<file path="config.mk">
export PLATFORM = sky130hd
export DESIGN_NAME = sample_window_gather
export DESIGN_NICKNAME = d
export VERILOG_FILES = /design/src/rtl/sample_window_gather.sv
export SDC_FILE = /design/constraint.sdc
export NUM_CORES = 1
export LEC_CHECK = 0
export CAP_MARGIN = 5
export CORE_ASPECT_RATIO = 2
export CORE_MARGIN = 3
export CORE_UTILIZATION = 47
export DETAILED_ROUTE_END_ITERATION = 10
export GPL_TIMING_DRIVEN = 0
export PLACE_DENSITY = 0.8
export SLEW_MARGIN = 25
export SYNTH_ARGS = -nofsm -noshare
export SYNTH_HDL_FRONTEND = slang
export SYNTH_SLANG_ARGS = --single-unit
</file>
<file path="constraint.sdc">
create_clock -name clk -period 2.6 [get_ports clk]
set_clock_uncertainty 0.15 [all_clocks]
set_input_delay 0.52 -clock clk [delete_from_list [all_inputs] [get_ports clk]]
set_output_delay 0.52 -clock clk [all_outputs]
set_load 0.02 [all_outputs]
</file>
<file path="src/rtl/sample_window_gather.sv">
// Packs a serial stream of signed samples into an 8-slot window.
// The closed window is held for the averager's pipeline depth, then avg_valid pulses.
module sample_window_gather #(
  parameter int unsigned DATAWIDTH   = 16,
  parameter int unsigned HOLD_CYCLES = 8
) (
  input  logic                 clk,
  input  logic                 rst,
  input  logic [DATAWIDTH-1:0] in_data,
  input  logic                 in_valid,
  output logic                 in_ready,
  input  logic                 flush,
  output logic [DATAWIDTH-1:0] a,
  output logic [DATAWIDTH-1:0] b,
  output logic [DATAWIDTH-1:0] c,
  output logic [DATAWIDTH-1:0] d,
  output logic [DATAWIDTH-1:0] e,
  output logic [DATAWIDTH-1:0] f,
  output logic [DATAWIDTH-1:0] g,
  output logic [DATAWIDTH-1:0] h,
  output logic [DATAWIDTH-1:0] num,
  output logic                 win_busy,
  output logic                 avg_valid
);

  localparam int unsigned HcntW = $clog2(HOLD_CYCLES + 1);

  typedef enum logic [0:0] {StFill, StHold} state_e;

  state_e               state_q, state_d;
  logic [2:0]           idx_q, idx_d;
  logic [HcntW-1:0]     hcnt_q, hcnt_d;
  logic [DATAWIDTH-1:0] slot_q [8];
  logic [DATAWIDTH-1:0] slot_d [8];
  logic [3:0]           num_q, num_d;
  logic                 avg_valid_q, avg_valid_d;
  logic                 accept;

  always_comb begin
    state_d     = state_q;
    idx_d       = idx_q;
    hcnt_d      = hcnt_q;
    slot_d      = slot_q;
    num_d       = num_q;
    avg_valid_d = 1'b0;
    in_ready    = rst && (state_q == StFill);
    accept      = in_valid && in_ready;

    unique case (state_q)
      StFill: begin
        if (accept) begin
          slot_d[idx_q] = in_data;
          idx_d         = idx_q + 3'd1;
        end
        // A flush with an empty window is dropped: no zero-count window is issued.
        if (accept && ((idx_q == 3'd7) || flush)) begin
          num_d   = {1'b0, idx_q} + 4'd1;
          hcnt_d  = '0;
          state_d = StHold;
        end else if (!accept && flush && (idx_q != 3'd0)) begin
          num_d   = {1'b0, idx_q};
          hcnt_d  = '0;
          state_d = StHold;
        end
      end
      StHold: begin
        if (hcnt_q == HcntW'(HOLD_CYCLES - 1)) begin
          avg_valid_d = 1'b1;
          slot_d      = '{default: '0};
          num_d       = 4'd0;
          idx_d       = 3'd0;
          hcnt_d      = '0;
          state_d     = StFill;
        end else begin
          hcnt_d = hcnt_q + 1'b1;
        end
      end
      default: state_d = StFill;
    endcase
  end

  always_ff @(posedge clk) begin
    if (!rst) begin
      state_q     <= StFill;
      idx_q       <= 3'd0;
      hcnt_q      <= '0;
      slot_q      <= '{default: '0};
      num_q       <= 4'd0;
      avg_valid_q <= 1'b0;
    end else begin
      state_q     <= state_d;
      idx_q       <= idx_d;
      hcnt_q      <= hcnt_d;
      slot_q      <= slot_d;
      num_q       <= num_d;
      avg_valid_q <= avg_valid_d;
    end
  end

  assign a         = slot_q[0];
  assign b         = slot_q[1];
  assign c         = slot_q[2];
  assign d         = slot_q[3];
  assign e         = slot_q[4];
  assign f         = slot_q[5];
  assign g         = slot_q[6];
  assign h         = slot_q[7];
  assign num       = {{(DATAWIDTH - 4){1'b0}}, num_q};
  assign win_busy  = (state_q == StHold);
  assign avg_valid = avg_valid_q;

endmodule

</file>
==> results.sh <==
export IMPL_outcome="finished, final reports clean"
export IMPL_cts_tree="built"
export IMPL_worst_slack_ns=0.3055
export IMPL_ant_nets=0
export IMPL_grt_overflow_total=0
export IMPL_wl_per_cell_um=18.23
export IMPL_reg2reg_from="idx_q[0]"
export IMPL_dieArea_sq_um=13500
export IMPL_port_buffers=153
export IMPL_pin_count=167
export IMPL_hold_path_class="input pin to register"
export IMPL_finalHoldViolCount=0
export IMPL_synth_avg_cell_area_sq_um=8.240
export IMPL_dp_final_hpwl_um=13550
export IMPL_max_clock_freq_ghz=0.4358
export IMPL_power_frac_clock_pct=47.5
export IMPL_rr_worst_depth=6
export IMPL_finalSetupViolations=0
export IMPL_ir_drop_mv=0.5515
export IMPL_yosysMostFrequentCell="nand2_1"
export IMPL_num_fill_cells=941
export IMPL_antenna_cells=0
export IMPL_ys_async_sr_fraction_pct=0
export IMPL_instances_no_fill=1027
export IMPL_fin_nets=894
export IMPL_vias=5717
export IMPL_cpMostUsedCell="ha_1"
export IMPL_clk_latency_ns=0.41
export IMPL_synth_seq_cells=141
export IMPL_ys_top_cells_by_count="nand2_1 (150), dfxtp_1 (141), a21oi_1 (130), nand3_1 (99), clkbuf_1 (24)"
export IMPL_seqPwrFrac_pct=43.0
export IMPL_intPower_w=0.003867
export IMPL_initial_core_util_pct=48.16
export IMPL_yosysTopAreaCell="dfxtp_1"
export IMPL_yosysWarnings=0
export IMPL_path_max_fanout=6
export IMPL_synth_area_leaders="dfxtp_1 (50%), a21oi_1 (11%), nand2_1 (9.9%)"
export IMPL_viasPerCell=5.567
export IMPL_worst_setup_path_type="register to register"
export IMPL_worst_pin_slew_ns=0.6800
export IMPL_finalCriticalPeriod_ns=2.294
export IMPL_arrival_ns=2.45
export IMPL_numCtsBuffers=17
export IMPL_ff2ff_setup_slack_ns=0.31
export IMPL_synth_seq_area_share_pct=49.79
export IMPL_clk_pin_slew_ns=0.06
export IMPL_dp_slack_ns=-0.01449
export IMPL_cts_max_level=4
export IMPL_switching_share_pct=24.82
export IMPL_wl_um=18720
export IMPL_rsz0062_at_grt="false"
export IMPL_drt_iter0_drc=512
export IMPL_syn_inst=688
export IMPL_synthFlopType="dfxtp_1"
export IMPL_die_y_um=161.3
export IMPL_slew_headroom_pct=54.47
export IMPL_cp_cell_sequence="ha_1 -> ha_1 -> o211a_1 -> a311oi_2 -> nor2_1 -> o221a_2"
export IMPL_cp_slowest_stage_delay_ns=0.46
export IMPL_path_buf_inv=0
export IMPL_core_area_sq_um=11770
export IMPL_power_leakage_nw=2.763
export IMPL_final_max_slew_viol_count=0
export IMPL_grt_pass1_wl_um=28750
export IMPL_power_density_nw_per_um2=641.6
export IMPL_grt_pass1_vias=5644
export IMPL_required_ns=2.76
export IMPL_fin_crit_sh_pct=88.25
export IMPL_yosysTopAreaCellShare_pct=49.79
export IMPL_cp_startpoint="idx_q[0]"
export IMPL_crit_path_start_kind="register"
export IMPL_max_cap_violations=0
export IMPL_dp_cells=997
export IMPL_die_w_um=83.66
export IMPL_p_total_w=0.005144
export IMPL_clkSinkCount=141
export IMPL_cts_buffer_depth=2
export IMPL_antenna_found_initial=0
export IMPL_path_delay_family="compound AO/OA/AOI/OAI gates"
export IMPL_grt_usage_pct=26.99
export IMPL_synth_edf_count=0
export IMPL_p_switching_w=0.001277
export IMPL_drcViolationCount=0
export IMPL_endpoint="num_q[1]"
export IMPL_syn_area_sq_um=5669
export IMPL_clock_root_buffer="clkbuf_16"
export IMPL_ys_types=39
export IMPL_areaGrowthSynthToFinish_pct=41.43
export IMPL_place_congestion=0.8515
export IMPL_drive_gt1_share_pct=11.22
export IMPL_rr_endpoint="num_q[1]"
export IMPL_dr_pass1_iters=5
export IMPL_crit_path_end_kind="register"
export IMPL_cp_num_cells=6
export IMPL_critPathSlowestCell="a311oi_2"
export IMPL_grt_max_degree=17
export IMPL_core_rowCount=56
export IMPL_combPwrFrac_pct=9.5
layout make-up:
cell class	count	area, sq um	area share [%]
Clock buffer	18	429.2	5.353
Multi-Input combinational cell	486	2491	31.07
Tap cell	145	181.4	2.263
Clock inverter	13	163.9	2.044
Inverter	5	18.77	0.2341
Sequential cell	141	2823	35.21
Buffer	66	376.6	4.697
Timing Repair Buffer	153	1534	19.13
worst reg2reg max path: cells and delay by family, from the launching register on:
kind	cells	cell delay, ns
flip-flops	1	0.34
AND/OR/NAND/NOR	1	0.21
AO/OA/AOI/OAI	3	1.05
adder cells (fa/ha/maj)	2	0.45
logic make-up after synthesis:
group | share of synthesized area, %
AOI/OAI and AO/OA | 16.04
muxes | 0.5297
and+or+nand+nor | 25.69
other | 0.06615
adders and majority gates | 0.8828
buffers and inverters | 6.996
DFF | 49.79
what timing repair did:
action                                  CTS  global route
hold buffers                              0             0
buffers inserted                          0             0
endpoints found under the setup margin    0             1
gates resized for setup                   0             2
state kept, by name, indices dropped and copies added, names as in the netlist:
| signal | cells |
|---|---|
| a | 16 |
| b | 16 |
| c | 16 |
| d | 16 |
| e | 16 |
| f | 16 |
| g | 16 |
| h | 16 |
| hcnt_q | 4 |
| num_q | 4 |
| idx_q | 3 |
| avg_valid | 1 |
| win_busy | 1 |
placed cells by master (no fill, tap or decap), types with 4 or more instances in the layout:
cell type        count
nand2_1            150
o22ai_2              4
clkbuf_1            24
nand3_1             99
clkbuf_16           17
buf_2               15
or2_2               13
o21ai_0              5
nor2_1              13
ha_1                 4
nand3b_1             4
or2_1               11
clkdlybuf4s50_1    152
a21oi_1            130
inv_1                5
buf_4               22
conb_1              12
nor3_1               5
dfxtp_1            141
or2_0                8
metal layers:
| metal | part of all wire (%) | vias to the layer above | track usage, % |
|---|---|---|---|
| met5 | 0 | - | 0 |
| met4 | 5.3 | 0 | 15.59 |
| met3 | 7.2 | 81 | 4.798 |
| met1 | 33 | 2634 | 26.80 |
| li1 | - | 2669 | - |
| met2 | 54 | 333 | 51.20 |
power groups by stage:
stage | Combinational, W | Sequential, W | Clock [W]
final | 0.000491 | 0.00221 | 0.00244
after global placement | 0.000467 | 0.00226 | 0
after global routing | 0.000521 | 0.00221 | 0.00252
after floorplan | 0.000253 | 0.00229 | 0
after CTS | 0.000482 | 0.00221 | 0.00244
after detailed placement | 0.000478 | 0.00226 | 0
worst min path at each step:
| stage | endpoint | depth (start not counted) | slack, ns | start |
|---|---|---|---|---|
| finish | num_q[1] | 2 | 0.29 | rst |
| global route | num_q[1] | 2 | 0.30 | rst |
| CTS | num_q[1] | 2 | 0.29 | rst |
| detailed placement | h[8] | 2 | 0.30 | h[8] |
| global placement | b[12] | 2 | 0.29 | b[12] |
| floorplan | avg_valid | 2 | 0.34 | hcnt_q[2] |
metrics by stage:
stage	utilization (%)	setup TNS (ns)	hold WS (ns)	cell area [sq um]
5_1_grt	68.11	0	0.3040	8018
3_3_place_gp	63.06	0	0.2921	7423
4_1_cts	68.10	0	0.2895	8016
3_5_place_dp	63.06	-0.01449	0.2976	7423
2_1_floorplan	-	0	0.3369	5710
6_report	68.11	0	0.2907	8018
No activity file was read; power rests on OpenSTA's default activity.
